<file path="config.mk">
export PLATFORM = sky130hd
export DESIGN_NAME = alu_issue_unit
export DESIGN_NICKNAME = d
export VERILOG_FILES = /design/src/rtl/tau_alu_pkg.sv /design/src/rtl/alu_issue_regfile.sv /design/src/rtl/alu_issue_unit.sv
export SDC_FILE = /design/constraint.sdc
export NUM_CORES = 1
export LEC_CHECK = 0
export ABC_AREA = 1
export CORE_ASPECT_RATIO = 0.7
export CORE_MARGIN = 2
export CORE_UTILIZATION = 35
export DETAILED_ROUTE_END_ITERATION = 10
export MAX_ROUTING_LAYER = met4
export PLACE_DENSITY = 0.68
export SLEW_MARGIN = 10
export SYNTH_ARGS = -nofsm -noshare
export SYNTH_HDL_FRONTEND = slang
export SYNTH_SLANG_ARGS = --single-unit
</file>
<file path="constraint.sdc">
create_clock -name clk -period 4 [get_ports clk]
set_input_delay 0.4 -clock clk [delete_from_list [all_inputs] [get_ports clk]]
set_output_delay 0.4 -clock clk [all_outputs]
set_load 0.005 [all_outputs]
</file>
<file path="src/rtl/tau_alu_pkg.sv">
// Shared types for the ALU issue unit: opcodes, FSM states, flag bit positions.
// Latency: n/a (types and a pure function only).
// Backpressure: n/a.
package tau_alu_pkg;

    typedef enum logic [3:0] {
        NOP         = 4'd0,
        MOV         = 4'd1,
        CMP         = 4'd2,
        TEST        = 4'd3,
        SHFT_L      = 4'd4,
        SHFT_R      = 4'd5,
        ADD         = 4'd6,
        ADC         = 4'd7,
        SUB         = 4'd8,
        SBB         = 4'd9,
        MUL         = 4'd10,
        AND         = 4'd11,
        OR          = 4'd12,
        XOR         = 4'd13,
        NOT         = 4'd14,
        CLEAR_FLAGS = 4'd15
    } alu_op_t;

    typedef enum logic [1:0] {
        ST_IDLE    = 2'd0,
        ST_ISSUE   = 2'd1,
        ST_CAPTURE = 2'd2
    } issue_state_t;

    localparam int FLAG_Z = 7;
    localparam int FLAG_S = 6;
    localparam int FLAG_C = 5;
    localparam int FLAG_O = 4;

    // Compare/test/flag-only ops update flags but leave the register file alone.
    function automatic logic op_writes_rd(alu_op_t op);
        case (op)
            NOP, CMP, TEST, CLEAR_FLAGS: op_writes_rd = 1'b0;
            default:                     op_writes_rd = 1'b1;
        endcase
    endfunction

endpackage

</file>
<file path="src/rtl/alu_issue_regfile.sv">
// Register file for the ALU issue unit: two async operand reads, one async debug read, one sync write.
// Latency: reads are combinational; a write is visible after the writing clock edge.
// Backpressure: none; a write is accepted on every cycle we is high.
// Ports: clk/reset, ra_addr->ra_data, rb_addr->rb_data, dbg_addr->dbg_data, we/waddr/wdata.
// Macro ALU_ISSUE_ZERO_REG_EN: when defined R0 reads as 0 and writes to it are dropped.
module alu_issue_regfile
    import tau_alu_pkg::*;
#(
    parameter  int WORD_SIZE = 8,
    parameter  int NUM_REGS  = 8,
    localparam int REG_AW    = $clog2(NUM_REGS)
) (
    input  logic                 clk,
    input  logic                 reset,
    input  logic [REG_AW-1:0]    ra_addr,
    output logic [WORD_SIZE-1:0] ra_data,
    input  logic [REG_AW-1:0]    rb_addr,
    output logic [WORD_SIZE-1:0] rb_data,
    input  logic [REG_AW-1:0]    dbg_addr,
    output logic [WORD_SIZE-1:0] dbg_data,
    input  logic                 we,
    input  logic [REG_AW-1:0]    waddr,
    input  logic [WORD_SIZE-1:0] wdata
);

    logic [WORD_SIZE-1:0] regs [NUM_REGS];
    logic                 wr_ok;

`ifdef ALU_ISSUE_ZERO_REG_EN
    assign wr_ok    = (waddr != '0);
    assign ra_data  = (ra_addr  == '0) ? '0 : regs[ra_addr];
    assign rb_data  = (rb_addr  == '0) ? '0 : regs[rb_addr];
    assign dbg_data = (dbg_addr == '0) ? '0 : regs[dbg_addr];
`else
    assign wr_ok    = 1'b1;
    assign ra_data  = regs[ra_addr];
    assign rb_data  = regs[rb_addr];
    assign dbg_data = regs[dbg_addr];
`endif

    always_ff @(posedge clk or posedge reset) begin
        if (reset) begin
            for (int i = 0; i < NUM_REGS; i++) begin
                regs[i] <= '0;
            end
        end else if (we && wr_ok) begin
            regs[waddr] <= wdata;
        end
    end

endmodule

</file>
<file path="src/rtl/alu_issue_unit.sv">
// Execute stage feeding a combinational ALU: read operands, drive ALU, write result back.
// Latency: accept at edge N, register write and wb_valid at edge N+2, ready again after N+2.
// Backpressure: instr_ready is high only in IDLE; one instruction per 3 cycles.
// Ports: clk/reset; instr_valid/instr_ready/instr_op/rd/rs/imm_en/imm from the decoder;
//        alu_a/alu_b/alu_mode to the ALU, alu_c/alu_flags back; flags_q; wb_valid/addr/data;
//        dbg_addr/dbg_data debug read. Macro ALU_ISSUE_ZERO_REG_EN hardwires R0 to zero.
module alu_issue_unit
    import tau_alu_pkg::*;
#(
    parameter  int WORD_SIZE = 8,
    parameter  int NUM_REGS  = 8,
    localparam int REG_AW    = $clog2(NUM_REGS)
) (
    input  logic                 clk,
    input  logic                 reset,
    input  logic                 instr_valid,
    output logic                 instr_ready,
    input  logic [3:0]           instr_op,
    input  logic [REG_AW-1:0]    instr_rd,
    input  logic [REG_AW-1:0]    instr_rs,
    input  logic                 instr_imm_en,
    input  logic [WORD_SIZE-1:0] instr_imm,
    output logic [WORD_SIZE-1:0] alu_a,
    output logic [WORD_SIZE-1:0] alu_b,
    output logic [3:0]           alu_mode,
    input  logic [WORD_SIZE-1:0] alu_c,
    input  logic [7:0]           alu_flags,
    output logic [7:0]           flags_q,
    output logic                 wb_valid,
    output logic [REG_AW-1:0]    wb_addr,
    output logic [WORD_SIZE-1:0] wb_data,
    input  logic [REG_AW-1:0]    dbg_addr,
    output logic [WORD_SIZE-1:0] dbg_data
);

    issue_state_t         state, state_nx;
    alu_op_t              op_q;
    logic [REG_AW-1:0]    rd_q;
    logic [WORD_SIZE-1:0] a_q, b_q;
    logic [WORD_SIZE-1:0] ra_data, rb_data;
    logic                 accept, capture, do_write;

    // Operand A always comes from the destination register (two-address form).
    alu_issue_regfile #(
        .WORD_SIZE (WORD_SIZE),
        .NUM_REGS  (NUM_REGS)
    ) u_regfile (
        .clk      (clk),
        .reset    (reset),
        .ra_addr  (instr_rd),
        .ra_data  (ra_data),
        .rb_addr  (instr_rs),
        .rb_data  (rb_data),
        .dbg_addr (dbg_addr),
        .dbg_data (dbg_data),
        .we       (do_write),
        .waddr    (rd_q),
        .wdata    (alu_c)
    );

    // State register
    always_ff @(posedge clk or posedge reset) begin
        if (reset) begin
            state <= ST_IDLE;
        end else begin
            state <= state_nx;
        end
    end

    // Next-state logic
    always_comb begin
        state_nx = state;
        case (state)
            ST_IDLE:    if (instr_valid) state_nx = ST_ISSUE;
            ST_ISSUE:   state_nx = ST_CAPTURE;
            ST_CAPTURE: state_nx = ST_IDLE;
            default:    state_nx = ST_IDLE;
        endcase
    end

    // Output logic
    always_comb begin
        instr_ready = (state == ST_IDLE);
        capture     = (state == ST_CAPTURE);
        alu_mode    = (state == ST_IDLE) ? NOP : op_q;
        alu_a       = a_q;
        alu_b       = b_q;
    end

    assign accept   = instr_valid && instr_ready;
    assign do_write = capture && op_writes_rd(op_q);

    // Issue register and capture/writeback registers
    always_ff @(posedge clk or posedge reset) begin
        if (reset) begin
            op_q     <= NOP;
            rd_q     <= '0;
            a_q      <= '0;
            b_q      <= '0;
            flags_q  <= '0;
            wb_valid <= 1'b0;
            wb_addr  <= '0;
            wb_data  <= '0;
        end else begin
            wb_valid <= do_write;
            if (accept) begin
                op_q <= alu_op_t'(instr_op);
                rd_q <= instr_rd;
                a_q  <= ra_data;
                b_q  <= instr_imm_en ? instr_imm : rb_data;
            end
            if (capture) begin
                flags_q <= alu_flags;
            end
            if (do_write) begin
                wb_addr <= rd_q;
                wb_data <= alu_c;
            end
        end
    end

endmodule

</file>
== Word-level counts from Yosys, hierarchy flattened ==
Cells that the tools add are included.

* Logic and storage cells: 55
* Bits of input ports: 41
* Output and inout bits: 49
* Register bits: 109

* Reductions and logical operators: 6
* Order comparisons: 5
* Muxes and demuxes: 17
* Bitwise gates (word level): 4
* Equality and inequality tests: 6

{| class="wikitable"
|+ Operators with widths
! operator !! count
|-
| $bmux 8 s3 || 3
|-
| $bwmux 64 || 1
|-
| $mux 8 || 8
|-
| $demux 8 s3 || 1
|-
| $ge 4x4->1 const B || 4
|-
| $not 3->4 || 4
|-
| $eq 4x2->1 const B || 2
|-
| $eq 4x4->1 const B || 1
|-
| $logic_not 4->1 || 1
|-
| $lt 4x1->1 const B || 1
|-
| $mux 4 || 1
|-
| $pmux 2 s2 || 1
|-
| $reduce_or 4->1 || 1
|-
| $logic_and 1x1->1 || 3
|-
| $eq 2x1->1 const B || 1
|-
| $eq 2x2->1 const B || 1
|-
| $logic_not 2->1 || 1
|-
| $mux 2 || 1
|-
| $ne 2x2->1 const B || 1
|-
| $mux 1 || 1
|}

== Depth between registers and ports, before layout ==
Gate-level depths: netlist of run 1.

* Word-level depth: 6
* Gate-level depth with buffers: 10
* Mapped depth without buffers: 8

== Hierarchy ==
Synthesis of run 1 repeated with hierarchy kept, for this count alone.

* Cells, all modules: 956
* Area total of the unflattened synthesis: 6332.3 µm²

{| class="wikitable"
|+ By module, submodules not included
! module !! area an instance (µm²) !! cells each !! times used
|-
| alu_issue_regfile || 4418.0 || 740 || 1
|-
| alu_issue_unit || 1914.3 || 216 || 1
|}

== Worst setup path before layout of run 1 ==
Ideal clock, no wire load.

* Path kind: input to output
* From: input dbg_addr[1]
* To: output dbg_data[2]
* Required time: 3.600 ns
* Path buffers: 2
* Arrival time: 1.195 ns
* Setup slack: 2.405 ns
* Stages on the path: 6
* Cell sequence: buf_2 clkbuf_1 o21ai_0 o22ai_1 nand2_1 nand2_1

* Longest elaborated chain between the ends: 4

{| class="wikitable"
|+ RTL lines
! what !! line !! source
|-
| start: declaration || alu_issue_unit.sv:32 || <nowiki>input logic [REG_AW-1:0] dbg_addr,</nowiki>
|-
| $not 3->4 (not written as such) || alu_issue_regfile.sv:38 || <nowiki>assign dbg_data = regs[dbg_addr];</nowiki>
|-
| $bmux 8 s3 || alu_issue_regfile.sv:38 ||
|-
| $mux 8 (not written as such) (2 in a row) || alu_issue_regfile.sv:38 ||
|-
| end: declaration || alu_issue_unit.sv:33 || <nowiki>output logic [WORD_SIZE-1:0] dbg_data</nowiki>
|}

No other way between the ends. The select of a mux whose other input is x is not followed.

== Worst setup path in the final report of run 1 ==
* From: input dbg_addr[0]
* To: output dbg_data[4]

The elaborated chain is that of the path after synthesis.

==> results of run 1 <==
## power by group
group | total (W) | switching (W) | internal [W]
clock network | 0.000975 | 0.000454 | 0.000521
logic | 0.00157 | 0.000834 | 0.000741
registers | 0.00218 | 0.000607 | 0.00158
## cell type report
class,instances,share of cell area
clock inverter,6,0.0117
tap,231,0.0392
sequential,109,0.370
inverter,39,0.0202
timing repair buffer,96,0.131
clock buffer,10,0.0324
multi-input combinational,647,0.395
## state kept, by name (all words and copies together), names as in the netlist
register	cells
wb_valid	1
wb_data	8
flags_q	8
op_q	4
alu_a	8
alu_b	8
rd_q	3
state	2
wb_addr	3
u_regfile.regs	64
## stage by stage
step | hold slack, ns | total power, W
after floorplan | 0.442 | 0.00284
after global placement | 0.454 | 0.00367
after detailed placement | 0.461 | 0.00371
after CTS | 0.481 | 0.00469
after global routing | 0.510 | 0.00505
final | 0.479 | 0.00473
## synthesized netlist by cell type (all sizes together)
library cell	n
nand2	305
nand3	132
nor2	67
buf	24
mux2	8
inv	38
o21ai	94
o21a	1
a21oi	32
clkinv	1
o22ai	8
clkbuf	30
dfrtp	109
## worst max-delay path, cell delays in order
cell and delay (ns):
sky130_fd_sc_hd__clkdlybuf4s50_1 0.48, sky130_fd_sc_hd__clkinv_1 0.50, sky130_fd_sc_hd__a21oi_1 0.30, sky130_fd_sc_hd__o21ai_0 0.10
sky130_fd_sc_hd__nand3_1 0.09, sky130_fd_sc_hd__o21a_1 0.16, sky130_fd_sc_hd__clkdlybuf4s50_1 0.50
## routing by layer
| layer | wire (um) | up-vias | share of wire | track usage |
|---|---|---|---|---|
| met2 | 7400 | 326 | 0.38 | 0.282 |
| met3 | 2430 | 12 | 0.12 | 0.0607 |
| met4 | 136 | 0 | 0.0070 | 0.0411 |
| met1 | 9490 | 2834 | 0.49 | 0.359 |
| met5 | 0 | - | 0 | - |
| li1 | - | 2874 | - | - |
## worst max-delay path by stage
stage	slack, ns	cells past startpoint	to	startpoint
after global placement	1.10	7	dbg_data[4]	dbg_addr[0]
after CTS	1.06	7	dbg_data[4]	dbg_addr[0]
after global routing	0.89	8	dbg_data[1]	dbg_addr[0]
after floorplan	0.73	1	alu_a[0]	reset
final	1.06	7	dbg_data[4]	dbg_addr[0]
after detailed placement	1.08	7	dbg_data[4]	dbg_addr[0]
## cells by family (layout without fill, tap and decap cells)
family                 Yosys count  count (layout)  synth area share
and+or+nand+nor                504             504             0.355
AOI/OAI and AO/OA              135             135             0.114
DFF                            109             109             0.453
buffers and inverters           93             151            0.0635
muxes                            8               8            0.0149
==> impl_metrics.prom, run 1 <==
# TYPE chip_impl_metric gauge
chip_impl_metric{name="fin_crit_sh",unit=""} 0.735
chip_impl_metric{name="die-area",unit="um2"} 18300
chip_impl_metric{name="cts_sinks",unit=""} 109
chip_impl_info{name="tritoncts",value="done"} 1
chip_impl_info{name="synthDominantAreaCellType",value="sky130_fd_sc_hd__dfrtp_1"} 1
chip_impl_info{name="worstSetupStartpointType",value="input port"} 1
chip_impl_info{name="most_frequent_cells_in_the_layout",value="297 x sky130_fd_sc_hd__nand2_1, 132 x sky130_fd_sc_hd__nand3_1, 109 x sky130_fd_sc_hd__dfrtp_1"} 1
chip_impl_metric{name="ioPinCount",unit=""} 90
chip_impl_metric{name="cts_buffers",unit=""} 9
chip_impl_metric{name="tightestPinTransition",unit="ns"} 0.955
chip_impl_info{name="r2r-end",value="u_regfile.regs[60]"} 1
chip_impl_metric{name="drt_first_iter_violations",unit=""} 705
chip_impl_metric{name="first_global_vias",unit=""} 5356
chip_impl_metric{name="post_cts_resized",unit=""} 0
chip_impl_metric{name="post-route-drc-count",unit=""} 0
chip_impl_metric{name="num-nets-final",unit=""} 943
chip_impl_metric{name="filler_cell_count",unit=""} 1771
chip_impl_metric{name="timing.max_slew.rel_slack",unit=""} 0.361
chip_impl_metric{name="clock_path_buffers",unit=""} 2
chip_impl_metric{name="grt_max_degree",unit=""} 75
chip_impl_metric{name="synth-seq-area-share",unit=""} 0.453
chip_impl_metric{name="grt_antenna_before_repair",unit=""} 0
chip_impl_metric{name="gp_congestion",unit=""} 0.920
chip_impl_metric{name="dp.cells",unit=""} 1122
chip_impl_metric{name="finalMaxSlewViolations",unit=""} 0
chip_impl_metric{name="drt_first_pass_iters",unit=""} 5
chip_impl_metric{name="maxCapViolCount",unit=""} 0
chip_impl_metric{name="max-vdd-ir-drop",unit="uV"} 279
chip_impl_info{name="critical_path.reg2reg.startpoint",value="op_q[0]"} 1
chip_impl_metric{name="drtAntennaViolNets",unit=""} 0
chip_impl_metric{name="worst_ep_required_time",unit="ns"} 3.60
chip_impl_metric{name="total_congestion_overflow_after_global_routing",unit=""} 0
chip_impl_metric{name="area_growth",unit="%"} 22.4
chip_impl_metric{name="finalSetupTns",unit="ns"} 0
chip_impl_metric{name="synthesis.nets",unit=""} 890
chip_impl_metric{name="rows",unit=""} 40
chip_impl_metric{name="dpl_cell_area",unit="um2"} 7050
chip_impl_info{name="timing.hold.worst.start",value="u_regfile.regs[57]"} 1
chip_impl_metric{name="ff2ff_setup_slack",unit="ns"} 1.73
chip_impl_info{name="rsz_0062_raised_after_global_routing",value="no"} 1
chip_impl_metric{name="groute.usage.overall",unit=""} 0.226
chip_impl_metric{name="cp_max_fo",unit=""} 26
chip_impl_metric{name="layoutNonFillerInstCount",unit=""} 1138
chip_impl_metric{name="grt_first_pass_wirelength",unit="mm"} 31.0
chip_impl_metric{name="fmax",unit="GHz"} 0.340
chip_impl_metric{name="synth_largest_type_area_fraction",unit=""} 0.453
chip_impl_info{name="hold_path.class",value="reg -> reg"} 1
chip_impl_metric{name="multi_input_comb_area",unit="um2"} 2920
chip_impl_metric{name="routed_wire_length",unit="mm"} 19.5
chip_impl_metric{name="fin_worst_skew",unit="ns"} 0.0118
chip_impl_metric{name="timing.final.ws_setup",unit="ns"} 1.06
chip_impl_info{name="clock_tree.root_cell",value="sky130_fd_sc_hd__clkbuf_16"} 1
chip_impl_metric{name="cts.htree.levels",unit=""} 3
chip_impl_metric{name="via_per_inst",unit=""} 5.31
chip_impl_info{name="status",value="finished clean"} 1
chip_impl_metric{name="dp_hpwl",unit="mm"} 13.9
chip_impl_metric{name="cts_hold_repair.buffers",unit=""} 0
chip_impl_metric{name="final-setup-viol-count",unit=""} 0
chip_impl_metric{name="starting_density_of_the_core",unit=""} 0.354
chip_impl_info{name="criticalPathCategory",value="in -> out"} 1
chip_impl_metric{name="synthesis.instances",unit=""} 849
chip_impl_metric{name="post_drt_wl_per_cell",unit="um"} 17.1
chip_impl_metric{name="final_hold_viol_count",unit=""} 0
chip_impl_metric{name="post-route-min-period",unit="ns"} 2.94
chip_impl_metric{name="core_outline_area",unit="um2"} 17000
chip_impl_metric{name="stdcell_area",unit="um2"} 7380
chip_impl_metric{name="ff2ff_path_depth",unit=""} 8
chip_impl_metric{name="yosys.cell_types.count",unit=""} 21
chip_impl_metric{name="cell_count_of_the_worst_hold_path",unit=""} 2
chip_impl_metric{name="synthesis.yosys.warnings",unit=""} 0
chip_impl_metric{name="layout.core_utilization",unit=""} 0.433
chip_impl_metric{name="dieHeight",unit="um"} 114
chip_impl_metric{name="numPortBuffers",unit=""} 89
chip_impl_info{name="crit_path_end_kind",value="output pin"} 1
chip_impl_info{name="min_delay_worst_endpoint",value="u_regfile.regs[57]"} 1
chip_impl_metric{name="leakagePower",unit="nW"} 3.54
chip_impl_metric{name="pre_cts_slack",unit="ns"} 1.08
chip_impl_metric{name="n_antenna_cell",unit=""} 0
chip_impl_metric{name="insertion_delay",unit="ns"} 0.36
chip_impl_metric{name="floorplan.die.width",unit="um"} 161
chip_impl_metric{name="register_bit_count_reported_by_yosys",unit=""} 109
chip_impl_metric{name="synth.avg_cell_area",unit="um2"} 7.10
chip_impl_metric{name="critical_path_arrival",unit="ns"} 2.54
chip_impl_metric{name="mappedNetlistArea",unit="um2"} 6030
chip_impl_metric{name="post_cts_buffers",unit=""} 0
chip_impl_metric{name="pwr_density_cell",unit="nW/um2"} 642
chip_impl_metric{name="clk_pin_slew_worst_paths",unit="ns"} 0.08
chip_impl_metric{name="layout-drive-gt1-share",unit=""} 0.0496
chip_impl_info{name="ys_top_cells_by_area",value="sky130_fd_sc_hd__dfrtp_1 45%, sky130_fd_sc_hd__nand2_1 18%, sky130_fd_sc_hd__nand3_1 11%"} 1
chip_impl_info{name="final_common_cell",value="sky130_fd_sc_hd__nand2_1"} 1
chip_impl_metric{name="ff_latch_area",unit="um2"} 2730
chip_impl_metric{name="num_vias",unit=""} 6046
Power figures use the tool's default switching activity.
==> run 2, diff against run 1 <==
--- a/config.mk
+++ b/config.mk
@@ -11,7 +11,7 @@
 export CORE_UTILIZATION = 35
 export DETAILED_ROUTE_END_ITERATION = 10
 export MAX_ROUTING_LAYER = met4
-export PLACE_DENSITY = 0.68
+export PLACE_DENSITY = 0.7
 export SLEW_MARGIN = 10
 export SYNTH_ARGS = -nofsm -noshare
 export SYNTH_HDL_FRONTEND = slang
==> constraint.sdc (replaced) <==
create_clock -name clk -period 2.7 [get_ports clk]
set_input_delay 0.27 -clock clk [delete_from_list [all_inputs] [get_ports clk]]
set_output_delay 0.27 -clock clk [all_outputs]
set_load 0.005 [all_outputs]
==> run 2 against run 1 <==
Sequential share of layout area fell by 0.31 points. Clock power rose by 44%. Die area did not move. Core utilization grew 0.37 points. Clock skew up 0.0014 ns. Setup slack worse by 0.68 ns.
==> impl_metrics.prom, run 2 (synthesis gave the netlist of run 1 again) <==
# TYPE chip_impl_metric gauge
chip_impl_metric{name="numPortBuffers",unit=""} 89
chip_impl_metric{name="num-nets-final",unit=""} 952
chip_impl_metric{name="leakagePower",unit="nW"} 3.58
chip_impl_info{name="hold_path.class",value="in -> async"} 1
chip_impl_metric{name="dp_hpwl",unit="mm"} 14.4
chip_impl_metric{name="routed_wire_length",unit="mm"} 19.6
chip_impl_info{name="most_frequent_cells_in_the_layout",value="297 x sky130_fd_sc_hd__nand2_1, 132 x sky130_fd_sc_hd__nand3_1, 109 x sky130_fd_sc_hd__dfrtp_1"} 1
chip_impl_metric{name="groute.usage.overall",unit=""} 0.228
chip_impl_metric{name="critical_path_arrival",unit="ns"} 2.05
chip_impl_info{name="crit_path_end_kind",value="output pin"} 1
chip_impl_metric{name="fmax",unit="GHz"} 0.431
chip_impl_metric{name="final-setup-viol-count",unit=""} 0
chip_impl_metric{name="max-vdd-ir-drop",unit="uV"} 432
chip_impl_metric{name="post_drt_wl_per_cell",unit="um"} 17.1
chip_impl_metric{name="worst_ep_required_time",unit="ns"} 2.43
chip_impl_metric{name="maxCapViolCount",unit=""} 0
chip_impl_metric{name="drt_first_iter_violations",unit=""} 820
chip_impl_metric{name="via_per_inst",unit=""} 5.26
chip_impl_metric{name="core_outline_area",unit="um2"} 17000
chip_impl_metric{name="die-area",unit="um2"} 18300
chip_impl_metric{name="grt_first_pass_wirelength",unit="mm"} 31.7
chip_impl_metric{name="insertion_delay",unit="ns"} 0.36
chip_impl_info{name="crit_slowest_cell",value="sky130_fd_sc_hd__clkdlybuf4s50_1"} 1
chip_impl_metric{name="fin_worst_skew",unit="ns"} 0.0132
chip_impl_metric{name="cts_buffers",unit=""} 9
chip_impl_metric{name="n_antenna_cell",unit=""} 0
chip_impl_metric{name="ff2ff_path_depth",unit=""} 6
chip_impl_metric{name="area_growth",unit="%"} 23.4
chip_impl_metric{name="num_vias",unit=""} 6034
chip_impl_info{name="final_common_cell",value="sky130_fd_sc_hd__nand2_1"} 1
chip_impl_metric{name="starting_density_of_the_core",unit=""} 0.354
chip_impl_metric{name="clk_pin_slew_worst_paths",unit="ns"} 0.08
chip_impl_metric{name="ioPinCount",unit=""} 90
chip_impl_metric{name="cts_hold_repair.buffers",unit=""} 0
chip_impl_metric{name="gp_congestion",unit=""} 0.946
chip_impl_metric{name="drtAntennaViolNets",unit=""} 0
chip_impl_metric{name="cts.htree.levels",unit=""} 3
chip_impl_metric{name="post_cts_resized",unit=""} 0
chip_impl_metric{name="layout-drive-gt1-share",unit=""} 0.0590
chip_impl_metric{name="multi_input_comb_area",unit="um2"} 2920
chip_impl_metric{name="largest_register_ff_count",unit=""} 64
chip_impl_metric{name="cp_max_fo",unit=""} 23
chip_impl_info{name="tritoncts",value="done"} 1
chip_impl_metric{name="tightestPinTransition",unit="ns"} 0.874
chip_impl_info{name="rsz_0062_raised_after_global_routing",value="no"} 1
chip_impl_info{name="most_flop_heavy_register",value="u_regfile.regs"} 1
chip_impl_metric{name="rows",unit=""} 40
chip_impl_metric{name="post_cts_buffers",unit=""} 0
chip_impl_info{name="status",value="finished clean"} 1
chip_impl_info{name="worstSetupStartpointType",value="input port"} 1
chip_impl_info{name="timing.critical_path.cells",value="clkdlybuf4s50_1 > buf_4 > o21ai_0 > o21ai_0 > nand2_1 > nand2_1 > clkdlybuf4s50_1"} 1
chip_impl_metric{name="finalMaxSlewViolations",unit=""} 0
chip_impl_metric{name="first_global_vias",unit=""} 5450
chip_impl_metric{name="dieHeight",unit="um"} 114
chip_impl_metric{name="fin_total_pwr",unit="W"} 0.00699
chip_impl_metric{name="clock_path_buffers",unit=""} 2
chip_impl_metric{name="finalSetupTns",unit="ns"} 0
chip_impl_metric{name="max_stage_delay",unit="ns"} 0.54
chip_impl_metric{name="grt_antenna_before_repair",unit=""} 0
chip_impl_metric{name="post-route-drc-count",unit=""} 0
chip_impl_metric{name="fin_crit_sh",unit=""} 0.859
chip_impl_metric{name="floorplan.die.width",unit="um"} 161
chip_impl_metric{name="filler_cell_count",unit=""} 1773
chip_impl_metric{name="total_congestion_overflow_after_global_routing",unit=""} 0
chip_impl_metric{name="grt_max_degree",unit=""} 61
chip_impl_metric{name="pwr_density_cell",unit="nW/um2"} 940
chip_impl_metric{name="post-route-min-period",unit="ns"} 2.32
chip_impl_metric{name="ff_latch_area",unit="um2"} 2730
chip_impl_metric{name="timing.max_slew.rel_slack",unit=""} 0.416
chip_impl_metric{name="final_hold_viol_count",unit=""} 0
chip_impl_metric{name="cts_sinks",unit=""} 109
chip_impl_info{name="clock_tree.root_cell",value="sky130_fd_sc_hd__clkbuf_16"} 1
chip_impl_metric{name="drt_first_pass_iters",unit=""} 5
chip_impl_info{name="criticalPathCategory",value="in -> out"} 1
[run 2: cell count changes in the layout (fill, tap and decap cells not counted)]
| cell | before | now |
|---|---|---|
| sky130_fd_sc_hd__inv_4 | 1 | 0 |
| sky130_fd_sc_hd__clkinv_8 | 1 | 3 |
| sky130_fd_sc_hd__buf_4 | 5 | 14 |
| sky130_fd_sc_hd__clkinvlp_4 | 0 | 1 |
| sky130_fd_sc_hd__inv_12 | 0 | 1 |
| sky130_fd_sc_hd__bufinv_16 | 1 | 0 |
| sky130_fd_sc_hd__inv_8 | 2 | 1 |
| sky130_fd_sc_hd__clkbuf_8 | 1 | 0 |
[run 2: path summary, 6_finish.rpt]
path	from	to	slack [ns]
max in group asynchronous	reset	u_regfile.regs[37]	1.59
setup reg to reg	rd_q[2]	u_regfile.regs[39]	0.84
setup / recovery	dbg_addr[1]	dbg_data[5]	0.38
min in group clk	u_regfile.regs[56]	u_regfile.regs[56]	0.49
hold / removal	reset	alu_a[4]	0.37
hold reg to reg	u_regfile.regs[56]	u_regfile.regs[56]	0.49
[run 2: cell type report]
| cell class | count | area share |
|---|---|---|
| Timing Repair Buffer | 105 | 0.139 |
| Tap cell | 231 | 0.0389 |
| Inverter | 39 | 0.0202 |
| Sequential cell | 109 | 0.367 |
| Multi-Input combinational cell | 647 | 0.392 |
| Clock inverter | 7 | 0.0126 |
| Clock buffer | 9 | 0.0303 |
[run 2: per-stage QoR]
stage	utilization	cells	setup slack, ns	instance area, um2	hold slack (ns)
after global placement	0.418	1131	0.376	7120	0.459
after floorplan	-	849	1.11	6030	0.391
after detailed placement	0.418	1131	0.382	7120	0.465
after global routing	0.437	1147	0.196	7440	0.405
final	0.437	1147	0.381	7440	0.365
after CTS	0.437	1147	0.383	7440	0.369
[run 2: critical path, delay by kind of cell]
kind / cells / cell delay (ns)
buffers and inverters: 3 / 1.32
AO/OA/AOI/OAI: 2 / 0.27
AND/OR/NAND/NOR: 2 / 0.18
[run 2: metal layers]
layer	routed length (um)	GRT usage
met2	7700	0.298
met1	9440	0.360
met5	0	-
met3	2440	0.0513
met4	51	0.0315
[run 2: power breakdown]
part | switching [W] | internal, W | leakage (nW)
logic | 0.00123 | 0.00111 | 2.17
registers | 0.000905 | 0.00234 | 1.25
clock network | 0.000727 | 0.000676 | 0.154
==> run 3, diff against run 2 <==
--- a/config.mk
+++ b/config.mk
@@ -12,7 +12,7 @@
 export DETAILED_ROUTE_END_ITERATION = 10
 export MAX_ROUTING_LAYER = met4
 export PLACE_DENSITY = 0.7
-export SLEW_MARGIN = 10
+export RECOVER_POWER = 50
 export SYNTH_ARGS = -nofsm -noshare
 export SYNTH_HDL_FRONTEND = slang
 export SYNTH_SLANG_ARGS = --single-unit
==> run 3 against run 2 <==
Flip-flop and latch count did not move. Final area is 0.37% lower. Via count up 0.27%. Wire length grew 0.30%. Final cell count is the same. Core utilization fell by 0.16 points. Sequential share of layout area is 0.14 points higher. Highest routed layer unchanged. Largest cell class unchanged. Global-route usage is the same. Clock skew is 0.0015 ns higher.
==> impl_metrics.prom, run 3 (synthesis gave the netlist of run 1 again) <==
# TYPE chip_impl_metric gauge
chip_impl_info{name="status",value="finished clean"} 1
chip_impl_metric{name="max-vdd-ir-drop",unit="uV"} 432
chip_impl_metric{name="drt_first_iter_violations",unit=""} 863
chip_impl_metric{name="n_antenna_cell",unit=""} 0
chip_impl_metric{name="post-route-min-period",unit="ns"} 2.32
chip_impl_metric{name="grt_max_degree",unit=""} 61
chip_impl_metric{name="fin_total_pwr",unit="W"} 0.00695
chip_impl_info{name="most_frequent_cells_in_the_layout",value="297 x sky130_fd_sc_hd__nand2_1, 132 x sky130_fd_sc_hd__nand3_1, 109 x sky130_fd_sc_hd__dfrtp_1"} 1
chip_impl_metric{name="critical_path_arrival",unit="ns"} 2.05
chip_impl_metric{name="cts_hold_repair.buffers",unit=""} 0
chip_impl_metric{name="largest_register_ff_count",unit=""} 64
chip_impl_metric{name="post_cts_resized",unit=""} 0
chip_impl_metric{name="first_global_vias",unit=""} 5450
chip_impl_metric{name="floorplan.die.width",unit="um"} 161
chip_impl_metric{name="clk_pwr_share",unit=""} 0.201
chip_impl_metric{name="total_congestion_overflow_after_global_routing",unit=""} 0
chip_impl_metric{name="finalSetupTns",unit="ns"} 0
chip_impl_metric{name="power.combinational.fraction",unit=""} 0.333
chip_impl_metric{name="die-area",unit="um2"} 18300
chip_impl_info{name="hold_path.class",value="reg -> reg"} 1
chip_impl_metric{name="fmax",unit="GHz"} 0.432
chip_impl_metric{name="switching_power",unit="W"} 0.00285
chip_impl_metric{name="post_drt_wl_per_cell",unit="um"} 17.2
chip_impl_metric{name="starting_density_of_the_core",unit=""} 0.354
chip_impl_metric{name="maxCapViolCount",unit=""} 0
chip_impl_metric{name="filler_cell_count",unit=""} 1780
chip_impl_metric{name="final_hold_viol_count",unit=""} 0
chip_impl_metric{name="p_int",unit="W"} 0.00410
chip_impl_metric{name="cts_sinks",unit=""} 109
chip_impl_metric{name="final-setup-viol-count",unit=""} 0
chip_impl_metric{name="ioPinCount",unit=""} 90
chip_impl_metric{name="dieHeight",unit="um"} 114
chip_impl_metric{name="post_cts_buffers",unit=""} 0
chip_impl_info{name="worstSetupStartpointType",value="input port"} 1
chip_impl_metric{name="num_vias",unit=""} 6050
chip_impl_metric{name="tightestPinTransition",unit="ns"} 1.40
chip_impl_metric{name="timing.max_slew.rel_slack",unit=""} 0.0610
chip_impl_metric{name="multi_input_comb_area",unit="um2"} 2900
chip_impl_metric{name="pwr_density_cell",unit="nW/um2"} 938
chip_impl_metric{name="area_growth",unit="%"} 23.0
chip_impl_info{name="clock_tree.root_cell",value="sky130_fd_sc_hd__clkbuf_16"} 1
chip_impl_info{name="final_common_cell",value="sky130_fd_sc_hd__nand2_1"} 1
chip_impl_metric{name="power.share.sequential",unit=""} 0.466
chip_impl_metric{name="num-nets-final",unit=""} 952
chip_impl_info{name="rsz_0062_raised_after_global_routing",value="no"} 1
chip_impl_info{name="criticalPathCategory",value="in -> out"} 1
chip_impl_metric{name="rows",unit=""} 40
chip_impl_info{name="crit_path_end_kind",value="output pin"} 1
chip_impl_metric{name="grt_antenna_before_repair",unit=""} 0
chip_impl_metric{name="groute.usage.overall",unit=""} 0.228
chip_impl_metric{name="drt_first_pass_iters",unit=""} 6
chip_impl_info{name="most_flop_heavy_register",value="u_regfile.regs"} 1
chip_impl_metric{name="cp_max_fo",unit=""} 23
chip_impl_info{name="tritoncts",value="done"} 1
chip_impl_metric{name="cts_buffers",unit=""} 9
chip_impl_metric{name="layout-drive-gt1-share",unit=""} 0.0557
chip_impl_metric{name="routed_wire_length",unit="mm"} 19.7
chip_impl_metric{name="worst_ep_required_time",unit="ns"} 2.43
chip_impl_metric{name="via_per_inst",unit=""} 5.27
chip_impl_metric{name="gp_congestion",unit=""} 0.946
chip_impl_metric{name="power.switching_fraction",unit=""} 0.411
chip_impl_metric{name="leakagePower",unit="nW"} 3.57
chip_impl_metric{name="numPortBuffers",unit=""} 89
chip_impl_metric{name="fin_crit_sh",unit=""} 0.858
chip_impl_metric{name="insertion_delay",unit="ns"} 0.36
chip_impl_metric{name="drtAntennaViolNets",unit=""} 0
chip_impl_metric{name="post-route-drc-count",unit=""} 0
chip_impl_metric{name="core_outline_area",unit="um2"} 17000
chip_impl_metric{name="dp_hpwl",unit="mm"} 14.4
chip_impl_metric{name="fin_worst_skew",unit="ns"} 0.0147
chip_impl_metric{name="clk_pin_slew_worst_paths",unit="ns"} 0.08
chip_impl_metric{name="grt_first_pass_wirelength",unit="mm"} 31.7
chip_impl_metric{name="ff_latch_area",unit="um2"} 2730
chip_impl_metric{name="finalMaxSlewViolations",unit=""} 0
chip_impl_metric{name="clock_path_buffers",unit=""} 2
chip_impl_metric{name="cts.htree.levels",unit=""} 3
==> run 3: cell types whose count changed in the layout (fill, tap and decap cells not counted) <==
cell / change
sky130_fd_sc_hd__clkdlybuf4s50_1: -13
sky130_fd_sc_hd__dlygate4sd3_1: +13
sky130_fd_sc_hd__buf_4: -2
sky130_fd_sc_hd__nor2_1: +2
sky130_fd_sc_hd__clkbuf_1: +1
sky130_fd_sc_hd__clkbuf_2: +1
sky130_fd_sc_hd__clkinvlp_2: +1
sky130_fd_sc_hd__clkinvlp_4: -1
sky130_fd_sc_hd__nor2_2: -1
sky130_fd_sc_hd__nor2_8: -1
==> run 3: final timing paths <==
check                                 start            endpoint  slack [ns]  depth (start not counted)
worst max-delay path            dbg_addr[1]         dbg_data[5]        0.38                          7
worst min-delay path               state[1]            state[1]        0.48                          1
worst max register to register     state[0]   u_regfile.regs[6]        0.39                          7
worst min register to register     state[1]            state[1]        0.48                          1
max in group asynchronous             reset  u_regfile.regs[39]        0.63                          3
min in group asynchronous             reset            alu_a[4]        0.68                          2
==> run 3: metal layers <==
layer  GRT usage  vias to the layer above  wire length (um)  share of wire
met5           -                        -                 0              0
met4      0.0315                        0                79         0.0040
met3      0.0513                        9              2250           0.11
met2       0.298                      313              7720           0.39
met1       0.360                     2834              9640           0.49
li1            -                     2894                 -              -
==> run 3: power groups by stage <==
stage          combinational (W)  clock [W]  sequential [W]
6_report                 0.00231    0.00140         0.00323
5_1_grt                  0.00264    0.00149         0.00329
3_5_place_dp             0.00234          0         0.00320
3_3_place_gp             0.00229          0         0.00318
2_1_floorplan            0.00138          0         0.00282
4_1_cts                  0.00235    0.00143         0.00317
==> run 3: worst max-delay path, stage by stage <==
cell                              delay [ns]
sky130_fd_sc_hd__clkdlybuf4s50_1        0.53
sky130_fd_sc_hd__buf_4                  0.27
sky130_fd_sc_hd__o21ai_0                0.11
sky130_fd_sc_hd__o21ai_0                0.17
sky130_fd_sc_hd__nand2_1                0.07
sky130_fd_sc_hd__nand2_1                0.11
sky130_fd_sc_hd__clkdlybuf4s50_1        0.51
==> run 3: stage by stage <==
step / instances / hold WS (ns) / area, um2 / setup WS (ns) / utilization
floorplan: 849 / 0.391 / 6030 / 1.11 / -
global placement: 1131 / 0.459 / 7120 / 0.376 / 0.418
detailed placement: 1131 / 0.465 / 7120 / 0.382 / 0.418
CTS: 1147 / 0.369 / 7440 / 0.383 / 0.437
global route: 1147 / 0.502 / 7410 / 0.126 / 0.436
finish: 1147 / 0.478 / 7410 / 0.384 / 0.436
==> run 3: cell type report <==
type	count	share of cell area
Clock inverter	7	0.0127
Multi-Input combinational cell	647	0.391
Sequential cell	109	0.368
Tap cell	231	0.0390
Clock buffer	9	0.0304
Inverter	39	0.0199
Timing Repair Buffer	105	0.139
